[config.mk]
export PLATFORM = sky130hd
export DESIGN_NAME = avr_uart_tx
export DESIGN_NICKNAME = d
export VERILOG_FILES = /design/src/rtl/mojo_pkg.sv /design/src/rtl/byte_fifo.sv /design/src/rtl/avr_uart_tx.sv
export SDC_FILE = /design/constraint.sdc
export NUM_CORES = 1
export LEC_CHECK = 0
export ABC_AREA = 1
export CAP_MARGIN = 20
export CELL_PAD_IN_SITES_DETAIL_PLACEMENT = 1
export CELL_PAD_IN_SITES_GLOBAL_PLACEMENT = 2
export CORE_UTILIZATION = 30
export CTS_CLUSTER_DIAMETER = 30
export DETAILED_ROUTE_END_ITERATION = 16
export GPL_TIMING_DRIVEN = 0
export PLACE_DENSITY = 0.65
export SETUP_SLACK_MARGIN = 0.02
export SYNTH_ARGS = -nofsm -noshare
export SYNTH_HDL_FRONTEND = slang
export SYNTH_SLANG_ARGS = --single-unit
[constraint.sdc]
create_clock -name clk -period 6.3 [get_ports clk]
set_input_delay 1.26 -clock clk [delete_from_list [all_inputs] [get_ports clk]]
set_output_delay 1.26 -clock clk [all_outputs]
set_load 0.05 [all_outputs]
[src/rtl/mojo_pkg.sv]
// Shared definitions for the Mojo FPGA-to-AVR serial path.
// Holds the transmitter state encoding and the bit-time derivation.
package mojo_pkg;

    localparam logic [1:0] ST_IDLE  = 2'd0;
    localparam logic [1:0] ST_START = 2'd1;
    localparam logic [1:0] ST_DATA  = 2'd2;
    localparam logic [1:0] ST_STOP  = 2'd3;

    function automatic int clks_per_bit(input int clk_rate, input int baud);
        return clk_rate / baud;
    endfunction

endpackage

[src/rtl/byte_fifo.sv]
// DEPTH x 8 synchronous FIFO with the head byte visible combinationally.
// Writes while full and reads while empty are ignored.
module byte_fifo #(
    parameter int DEPTH = 4
) (
    input  logic                     clk,
    input  logic                     rst_n,
    input  logic                     wr_en,
    input  logic [7:0]               wr_data,
    input  logic                     rd_en,
    output logic [7:0]               rd_data,
    output logic                     full,
    output logic                     empty,
    output logic [$clog2(DEPTH):0]   count
);

    localparam int AW = $clog2(DEPTH);
    localparam logic [AW:0] FULL_CNT = (AW + 1)'(DEPTH);

    logic [7:0]    mem [DEPTH];
    logic [AW-1:0] wr_ptr;
    logic [AW-1:0] rd_ptr;
    logic          do_wr;
    logic          do_rd;

    assign full    = (count == FULL_CNT);
    assign empty   = (count == '0);
    assign do_wr   = wr_en && !full;
    assign do_rd   = rd_en && !empty;
    assign rd_data = mem[rd_ptr];

    always_ff @(posedge clk) begin
        if (do_wr) begin
            mem[wr_ptr] <= wr_data;
        end
    end

    // Pointers wrap naturally because DEPTH is a power of two.
    always_ff @(posedge clk or negedge rst_n) begin
        if (!rst_n) begin
            wr_ptr <= '0;
            rd_ptr <= '0;
            count  <= '0;
        end else begin
            if (do_wr) begin
                wr_ptr <= wr_ptr + 1'b1;
            end
            if (do_rd) begin
                rd_ptr <= rd_ptr + 1'b1;
            end
            case ({do_wr, do_rd})
                2'b10:   count <= count + 1'b1;
                2'b01:   count <= count - 1'b1;
                default: ;
            endcase
        end
    end

endmodule

[src/rtl/avr_uart_tx.sv]
// Buffered 8N1 transmitter on the FPGA-to-AVR line.
// Honours the AVR busy pin at frame launch only.
module avr_uart_tx
    import mojo_pkg::*;
#(
    parameter int CLK_RATE = 50_000_000,
    parameter int BAUD     = 500_000,
    parameter int DEPTH    = 4
) (
    input  logic       clk,
    input  logic       rst_n,
    input  logic [7:0] tx_data,
    input  logic       tx_valid,
    output logic       tx_ready,
    input  logic       avr_rx_busy,
    output logic       tx,
    output logic       idle
);

    localparam int CPB = clks_per_bit(CLK_RATE, BAUD);
    localparam int CW  = $clog2(CPB);
    localparam int AW  = $clog2(DEPTH);
    localparam logic [CW-1:0] CNT_LAST = CW'(CPB - 1);

    generate
        if (CPB < 2) begin : g_cpb_check
            $error("CLKS_PER_BIT must be at least 2");
        end
        if (DEPTH < 2 || (DEPTH & (DEPTH - 1)) != 0) begin : g_depth_check
            $error("DEPTH must be a power of two and at least 2");
        end
    endgenerate

    logic          busy_m;
    logic          busy_s;
    logic [1:0]    state;
    logic [CW-1:0] cnt;
    logic [2:0]    bit_idx;
    logic [7:0]    shreg;
    logic [7:0]    head;
    logic          fifo_full;
    logic          fifo_empty;
    logic [AW:0]   fifo_count;
    logic          launch;
    logic          bit_end;
    logic          pop;

    byte_fifo #(.DEPTH(DEPTH)) u_fifo (
        .clk     (clk),
        .rst_n   (rst_n),
        .wr_en   (tx_valid),
        .wr_data (tx_data),
        .rd_en   (pop),
        .rd_data (head),
        .full    (fifo_full),
        .empty   (fifo_empty),
        .count   (fifo_count)
    );

    assign tx_ready = !fifo_full;
    assign launch   = !fifo_empty && !busy_s;
    assign bit_end  = (cnt == CNT_LAST);
    assign pop      = launch &&
                      ((state == ST_IDLE) ||
                       (state == ST_STOP && bit_end));

    // Busy comes up as asserted so nothing launches before the AVR is seen ready.
    always_ff @(posedge clk or negedge rst_n) begin
        if (!rst_n) begin
            busy_m <= 1'b1;
            busy_s <= 1'b1;
        end else begin
            busy_m <= avr_rx_busy;
            busy_s <= busy_m;
        end
    end

    always_ff @(posedge clk or negedge rst_n) begin
        if (!rst_n) begin
            state   <= ST_IDLE;
            cnt     <= '0;
            bit_idx <= '0;
            shreg   <= '0;
            tx      <= 1'b1;
            idle    <= 1'b1;
        end else begin
            idle <= (state == ST_IDLE) && (fifo_count == '0);
            if (pop) begin
                shreg <= head;
                tx    <= 1'b0;
                cnt   <= '0;
                state <= ST_START;
            end else begin
                case (state)
                    ST_IDLE: begin
                        tx <= 1'b1;
                    end
                    ST_START: begin
                        if (bit_end) begin
                            cnt     <= '0;
                            bit_idx <= '0;
                            tx      <= shreg[0];
                            state   <= ST_DATA;
                        end else begin
                            cnt <= cnt + 1'b1;
                        end
                    end
                    ST_DATA: begin
                        if (bit_end) begin
                            cnt <= '0;
                            if (bit_idx == 3'd7) begin
                                tx    <= 1'b1;
                                state <= ST_STOP;
                            end else begin
                                bit_idx <= bit_idx + 1'b1;
                                shreg   <= shreg >> 1;
                                tx      <= shreg[1];
                            end
                        end else begin
                            cnt <= cnt + 1'b1;
                        end
                    end
                    ST_STOP: begin
                        if (bit_end) begin
                            state <= ST_IDLE;
                        end else begin
                            cnt <= cnt + 1'b1;
                        end
                    end
                    default: begin
                        state <= ST_IDLE;
                        tx    <= 1'b1;
                    end
                endcase
            end
        end
    end

endmodule

# [Yosys cells after proc, flatten, opt, wreduce, memory -nomap -nowiden]
# Memory sizes are Yosys's and may differ from the RTL's.
# Index checks and enable logic that the tools add are counted.
[totals] reg_bits=31 wordCells=87 n_memories=1 ram_bits=32
[memory_table] name="u_fifo.mem" words=4 width=8 rd=1 rd_clocked_by_memory_dff=0 write_ports=1 line_no="byte_fifo.sv:20" rtl="logic [7:0] mem [DEPTH];"
[op_classes] reduce_logical=25 bitwise_logic=1 n_addsub=6 eq_ne=17 muxes=26
[op_table] op="$mux W8" count=4
[op_table] op="$mux W7" count=3
[op_table] op="$ne A3 B2 Y1 const B" count=5
[op_table] op="$pmux W7 S2" count=1
[op_table] op="$pmux W3 S2" count=2
[op_table] op="$mux W2" count=5
[op_table] op="$reduce_and A5 Y1" count=2
[op_table] op="$mux W3" count=3
[op_table] op="$reduce_bool A2 Y1" count=4
[op_table] op="$reduce_bool A4 Y1" count=2
[op_table] op="$add A7 B1 Y7 const B" count=1
[op_table] op="$eq A7 B7 Y1 const B" count=1
[op_table] op="$add A3 B1 Y3 const B" count=2
[op_table] op="$eq A2 B2 Y1 const B" count=3
[op_table] op="$eq A3 B3 Y1 const B" count=2
[op_table] op="$logic_and A1 B1 Y1" count=6
[op_table] op="$mux W1" count=6
[op_table] op="$ne A2 B2 Y1 const B" count=3
[op_table] op="$pmux W2 S3" count=1
[op_table] op="$reduce_and A3 Y1" count=2
[op_table] op="$add A2 B1 Y2 const B" count=2
[op_table] op="$eq A2 B1 Y1 const B" count=2
[op_table] op="$logic_not A1 Y1" count=3
[op_table] op="$logic_not A3 Y1" count=1
[op_table] op="9 further kinds" count=9

# [Depth between registers and ports, before layout]
# Gate-level depths: netlist of the first run.
[logic_depth] ltp_word=7 depth_mapped=14 ltp_nobuf=13

# [Modules after synthesis]
# Synthesis of the first run repeated with hierarchy kept, for this count alone.
[hier_totals] cells_unflattened=333 hier_area_um2=3146.8
[by_module_without_submodules] module="byte_fifo" area_per_inst_um2=1741.7 seq_area_each_um2=1136.1 cells_each=154 instances=1
[by_module_without_submodules] module="avr_uart_tx" area_per_inst_um2=1405.1 seq_area_each_um2=605.6 cells_each=179 instances=1

# [Worst setup path before layout of the first run]
# No wires, ideal clock.
[synth_path] path_type="input port to flip-flop" start="input port tx_valid" end="register u_fifo.count[2]" setup_ns=0.131 stages=7 path_slack_ns=3.762 arrival_time_ns=2.407 n_path_buf=0 cell_sequence="nand2_1 ha_1 inv_1 fa_1 a21oi_1 o21ai_0 xor2_1"
[synth_between] elab_chain_len=3 elab_cells_between_ends=5
[synth_rtl] item="start: declaration" line_no="avr_uart_tx.sv:13" rtl="input logic tx_valid,"
[synth_rtl] item="$logic_and A1 B1 Y1 *" line_no="byte_fifo.sv:28" rtl="assign do_wr = wr_en && !full;"
[synth_rtl] item="$eq A2 B1 Y1 / $eq A2 B2 Y1 (equally long branches)" line_no="byte_fifo.sv:51" rtl="case ({do_wr, do_rd})"
[synth_rtl] item="$pmux W3 S2 / $reduce_bool A2 Y1 (equally long branches)"
[synth_rtl] item="end signal: assignment" line_no="byte_fifo.sv:52" rtl="2'b10: count <= count + 1'b1;"
[synth_rtl] item="end signal: assignment" line_no="byte_fifo.sv:53" rtl="2'b01: count <= count - 1'b1;"
[synth_rtl] item="end: declaration" line_no="byte_fifo.sv:14" rtl="output logic [$clog2(DEPTH):0] count"
# Mark *: on every way between the ends. The rest lies on a longest branch, timed or not.
# A chain may end at the register's enable or synchronous reset.

# [Worst setup path after layout of the first run]
[layout_path] start="register u_fifo.count[0]" end="output port tx_ready"
[layout_between] elab_chain_len=2
[layout_rtl] item="$eq A3 B3 Y1" line_no="byte_fifo.sv:26" rtl="assign full = (count == FULL_CNT);"
[layout_rtl] item="$logic_not A1 Y1" line_no="avr_uart_tx.sv:60" rtl="assign tx_ready = !fifo_full;"
[layout_rtl] item="end: declaration" line_no="avr_uart_tx.sv:14" rtl="output logic tx_ready,"
# No other way between the ends.

==> impl_metrics.env, run 1 <==
export IMPL_status="finished clean"
export IMPL_wire_per_inst_um=14.3
export IMPL_vias_per_cell=4.61
export IMPL_ys_warn_count=0
export IMPL_final_common_cell="nand2_1"
export IMPL_crit_slowest_cell="clkdlybuf4s50_1"
export IMPL_fp_dieArea_um2=10300
export IMPL_grt_overflow=0
export IMPL_die_y_um=101
export IMPL_ys_top_cells_by_area="edfxtp_1, dfrtp_1, nand2_1"
export IMPL_critPathMaxStageDelay_ps=810
export IMPL_synth_top_family_by_area="simple AND/OR/NAND/NOR gates"
export IMPL_dp_hpwl_mm=4.49
export IMPL_wl_met1_mm=3.15
export IMPL_p_sw_mw=0.290
export IMPL_synthMuxAreaShare_pct=0
export IMPL_p_int_mw=0.729
export IMPL_htreeDepth=3
export IMPL_finalPower_mw=1.02
export IMPL_antenna_found_initial=0
export IMPL_r2r_slack_ps=3800
export IMPL_cp_arrival_ps=1720
export IMPL_syn_nets=312
export IMPL_powerDensity_nw_per_um2=294
export IMPL_setup_viol=0
export IMPL_root_buffer="clkbuf_8"
export IMPL_vdd_drop_max_mv=0.196
export IMPL_grt_pass1_wl_mm=10.8
export IMPL_rows=35
export IMPL_seq_power_share_pct=50.7
export IMPL_whs_path_depth=0
export IMPL_fin_tns_setup_ps=0
export IMPL_met3_wirelength_um=149
export IMPL_cp_required_ps=5040
export IMPL_p_leak_nw=1.45
export IMPL_hp_class="register to register"
export IMPL_wl_met2_mm=2.99
export IMPL_clk_pin_slew_worst_paths_ps=80
export IMPL_grt_use_total_pct=14.0
export IMPL_placed_cells=430
export IMPL_syn_avg_cell_area_um2=10.3
export IMPL_dr_max_layer_used="met4"
export IMPL_yosys_cell_types_count=34
export IMPL_cts_setup_buffers=0
export IMPL_p_sw_share_pct=28.5
export IMPL_area_growth_pct=16.9
export IMPL_cts_tree="done"
export IMPL_end_kind="primary output"
export IMPL_power_frac_clock_pct=35.3
export IMPL_path_class="register to primary output"
export IMPL_synth_top_area_cell="edfxtp_1"
export IMPL_ant_nets=0
export IMPL_cts_sinks=63
export IMPL_grt_max_degree=32
export IMPL_n_antenna_cell=0
export IMPL_synth_simple_area_share_pct=19.9
export IMPL_core_um2=9420
export IMPL_drive_above_1_share_pct=14.8
export IMPL_initial_core_util_pct=31.5
export IMPL_firstDrtPassIters=4
export IMPL_crit_fanout=3
export IMPL_path_cells="inv_1, nand3_1, clkdlybuf4s50_1"
export IMPL_ctsResizeCount=0
export IMPL_synth_xor_area_share_pct=1.48
export IMPL_drv_slew=0
export IMPL_syn_cell_area_um2=2960
export IMPL_drt_wl_total_mm=6.36
export IMPL_slew_limit_headroom_pct=45.2
export IMPL_synthCells=287
export IMPL_synth_adder_area_share_pct=5.75
export IMPL_cts_buffer_depth=2
export IMPL_fmax_mhz=336
export IMPL_final_cell_mix="nand2_1, edfxtp_1, nor2_1"
export IMPL_first_global_vias=2099
export IMPL_numPortBuffers=14
export IMPL_synth_top_area_share_pct=32.4
export IMPL_ios=15
export IMPL_fin_crit_sh_pct=47.2
export IMPL_nets=337
export IMPL_clk_latency_ps=330
export IMPL_drc_errors=0
export IMPL_synth_compound_area_share_pct=8.62
export IMPL_min_period_ps=2980
export IMPL_yosysSeqAreaShare_pct=58.8
export IMPL_die_width_um=101
export IMPL_cts_buffers=9
export IMPL_cp_start_kind="register"
export IMPL_hold_slack_ps=360
export IMPL_reg2regPathDepth=14
export IMPL_vias=2056
export IMPL_stdcell_count=446
export IMPL_rsz0062_at_grt="no"
export IMPL_hold_buffers=0
export IMPL_timing_hold_violations_final=0
export IMPL_routabilityCongestion=0.686
export IMPL_worst_pin_slew_ps=819
export IMPL_drt_iter0_drc=77
export IMPL_combPwrFrac_pct=14.0
export IMPL_max_cap_viol_count=0
export IMPL_synth_seq_cells=63
export IMPL_fin_skew_ps=7.20
export IMPL_finish_utilization_pct=36.8
-- metal layers --
metal,track usage [%],up-vias
li1,-,1023
met4,3.68,0
met3,3.73,6
met2,22.8,18
met5,0,-
met1,18.4,1009
-- Yosys cell counts --
| master | instances |
|---|---|
| nand2_2 | 4 |
| nand4_1 | 3 |
| nand2_1 | 58 |
| inv_2 | 4 |
| edfxtp_1 | 32 |
| nor2_1 | 29 |
| xnor2_1 | 1 |
| or2_2 | 2 |
| nand3b_1 | 1 |
| nand3_1 | 19 |
| xor2_1 | 4 |
| o21ai_0 | 19 |
| o21ai_1 | 5 |
| o21bai_1 | 1 |
| nand4_2 | 1 |
| buf_2 | 2 |
| nand2_4 | 2 |
| o2111ai_1 | 3 |
| buf_6 | 2 |
| a21o_1 | 1 |
| dfrtp_1 | 27 |
| nor2_4 | 3 |
| o221ai_1 | 1 |
| o22ai_1 | 8 |
| dfstp_2 | 4 |
| o211ai_1 | 2 |
| nor2_2 | 1 |
| buf_4 | 2 |
| a21oi_1 | 4 |
| fa_1 | 1 |
| ha_1 | 12 |
| nand3_2 | 3 |
| clkbuf_1 | 2 |
| inv_1 | 24 |
-- final timing paths --
path | startpoint | to
min reg2reg | busy_m$_DFF_PN1_ | busy_s$_DFF_PN1_
max in group asynchronous | rst_n | shreg[0]$_DFFE_PN0P_
min | busy_m$_DFF_PN1_ | busy_s$_DFF_PN1_
max reg2reg | cnt[0]$_DFFE_PN0P_ | u_fifo.count[2]$_DFFE_PN0P_
min in group asynchronous | rst_n | cnt[5]$_DFFE_PN0P_
max | u_fifo.count[0]$_DFFE_PN0P_ | tx_ready
-- area by class of cell --
class                   count  area (µm²)
clock buffers               9         124
plain buffers               8        55.1
inverters                  28         105
clock inverters             7        80.1
flip-flops and latches     63        1740
multi-input cells         188        1060
fillers                  1078        5950
repair buffers             14         135
well taps                 129         161
-- power by group through the flow --
stage	clock (mW)	sequential, mW	combinational [mW]
6_report	0.360	0.517	0.142
3_5_place_dp	0	0.526	0.147
4_1_cts	0.373	0.517	0.148
5_1_grt	0.387	0.523	0.166
3_3_place_gp	0	0.523	0.141
2_1_floorplan	0	0.518	0.0969
-- state kept, by name, indices dropped and copies added (netlist names) --
register and count:
bit_idx 3, busy_m 1, busy_s 1, cnt 7, idle 1, shreg 8
state 2, tx 1, u_fifo.count 3, u_fifo.mem 32, u_fifo.rd_ptr 2, u_fifo.wr_ptr 2
-- logic make-up after synthesis --
kind of cell,count (synthesis)
compound gates,44
xor+xnor,5
fa+ha+maj,13
buf+inv,36
flops,63
simple gates,126
-- critical path, delay by kind of cell (launching register included) --
family / cells / cell delay [ps]
flops: 1 / 370
buf+inv: 2 / 900
simple gates: 1 / 110
-- per-stage QoR --
| stage | setup WS (ps) | cell area, µm² |
|---|---|---|
| floorplan | 3760 | 2960 |
| global placement | 3190 | 3260 |
| detailed placement | 3180 | 3260 |
| CTS | 3290 | 3460 |
| global route | 3230 | 3460 |
| finish | 3320 | 3460 |
Power figures use the tool's default switching activity.
==> run 2, diff against run 1 <==
- PLACE_DENSITY: 0.65 -> 0.67
- clock period: 6.3 -> 2.4 ns (I/O delays scaled with it)
==> impl_metrics.env, run 2 (same netlist as run 1, synthesis figures left out) <==
export IMPL_status="finished clean"
export IMPL_antenna_found_initial=0
export IMPL_die_y_um=101
export IMPL_core_um2=9420
export IMPL_hold_buffers=0
export IMPL_largest_reg_flops=32
export IMPL_regToRegStartpoint="cnt[0]$_DFFE_PN0P_"
export IMPL_firstDrtPassIters=4
export IMPL_rows=35
export IMPL_end_kind="register"
export IMPL_finish_utilization_pct=38.2
export IMPL_powerDensity_nw_per_um2=776
export IMPL_rsz0062_at_grt="no"
export IMPL_ios=15
export IMPL_htreeDepth=3
export IMPL_grt_pass1_wl_mm=10.8
export IMPL_finalPower_mw=2.79
export IMPL_cp_arrival_ps=2440
export IMPL_vdd_drop_max_mv=0.416
export IMPL_final_common_cell="nand2_1"
export IMPL_drv_slew=0
export IMPL_drc_errors=0
export IMPL_top_register="u_fifo.mem"
export IMPL_clk_pin_slew_worst_paths_ps=80
export IMPL_dp_hpwl_mm=4.42
export IMPL_grt_use_total_pct=14.2
export IMPL_r2r_slack_ps=190
export IMPL_n_fill_cell=1061
export IMPL_fp_dieArea_um2=10300
export IMPL_slew_limit_headroom_pct=45.9
export IMPL_numPortBuffers=14
export IMPL_cts_sinks=63
export IMPL_n_antenna_cell=0
export IMPL_fin_skew_ps=7.78
export IMPL_root_buffer="clkbuf_8"
export IMPL_min_period_ps=2210
export IMPL_p_leak_nw=1.51
export IMPL_cts_tree="done"
export IMPL_timing_hold_violations_final=0
export IMPL_initial_core_util_pct=31.5
export IMPL_wire_per_inst_um=14.0
export IMPL_cp_start_kind="register"
export IMPL_fin_area_um2=3600
export IMPL_max_cap_viol_count=0
export IMPL_hp_class="input port to asynchronous set/reset pin"
export IMPL_area_growth_pct=21.5
export IMPL_fmax_mhz=452
export IMPL_drt_iter0_drc=45
export IMPL_grt_max_degree=32
export IMPL_vias=2074
export IMPL_clk_latency_ps=340
export IMPL_drive_above_1_share_pct=19.3
export IMPL_timing_rr_end="u_fifo.count[2]$_DFFE_PN0P_"
export IMPL_routabilityCongestion=0.695
export IMPL_reg2regPathDepth=14
export IMPL_ant_nets=0
export IMPL_grt_overflow=0
export IMPL_path_class="register to register"
export IMPL_cp_startpoint="cnt[0]$_DFFE_PN0P_"
export IMPL_cts_buffers=9
export IMPL_nets=347
export IMPL_worst_pin_slew_ps=808
export IMPL_cts_buffer_depth=2
export IMPL_cp_required_ps=2630
export IMPL_top_regs="u_fifo.mem x32, shreg x8, cnt x7"
export IMPL_die_width_um=101
export IMPL_post_dp_cell_area_um2=3260
export IMPL_drt_wl_total_mm=6.39
export IMPL_fin_crit_sh_pct=92.3
export IMPL_crit_fanout=5
export IMPL_first_global_vias=2202
export IMPL_final_cell_mix="nand2_1, edfxtp_1, nor2_1"
export IMPL_setup_viol=0
export IMPL_vias_per_cell=4.55
## run 2: cell types whose count changed in the layout (fill, tap and decap cells not counted), moves of 2 or more
cell,change
buf_4,+8
buf_6,+2
clkinvlp_4,-2
ha_1,-2
## run 2: power by group
group	leakage [nW]	internal, mW	switching, mW
clock	0.114	0.597	0.461
combinational	0.738	0.123	0.256
sequential	0.661	1.30	0.0510
## run 2: area by class of cell
type,count,area [µm²],area share [%]
flip-flops and latches,63,1740,48.4
multi-input cells,188,1090,30.2
clock inverters,7,104,2.89
repair buffers,24,210,5.84
plain buffers,8,62.6,1.74
inverters,28,108,2.99
well taps,129,161,4.49
clock buffers,9,124,3.44
## run 2: metrics by stage
stage	hold WS, ps	setup slack, ps	instances	setup TNS (ps)
2_1_floorplan	184	132	287	0
3_5_place_dp	355	-113	430	-113
4_1_cts	223	23.0	448	0
6_report	192	186	456	0
3_3_place_gp	347	-90.5	430	-90.5
5_1_grt	239	21.4	456	0
## run 2: worst max-delay path, stage by stage, from the launching register on
cell     delay (ps)
dfrtp_1         400
ha_4            160
nand2_1          80
nor2_4          100
nand3_2          90
nand2_2         100
nand2_4          70
inv_4            70
buf_6           110
ha_2            170
inv_2            50
fa_2            360
a21oi_2         130
o21ai_1          80
xor2_1          150
## run 2: metal layers
metal  global-route usage (%)  vias up  wire (µm)
li1                         -     1039          -
met3                     4.14        7        163
met5                        0        -          0
met4                     5.02        0         68
met1                     17.5     1008       3090
met2                     23.7       20       3070
## run 2: how the worst max path moves through the flow
stage	endpoint	slack [ps]	depth (start not counted)
global placement	u_fifo.count[2]$_DFFE_PN0P_	-90	14
floorplan	u_fifo.count[2]$_DFFE_PN0P_	130	14
finish	u_fifo.count[2]$_DFFE_PN0P_	190	14
global route	u_fifo.count[2]$_DFFE_PN0P_	20	13
detailed placement	u_fifo.count[2]$_DFFE_PN0P_	-110	14
CTS	u_fifo.count[2]$_DFFE_PN0P_	20	14
## run 2: timing repair
item,4_1_cts,5_1_grt
resized for setup,3,7
hold endpoints to repair,0,0
buffers inserted,2,8
endpoints found under the setup margin,1,1
pin swaps,0,3
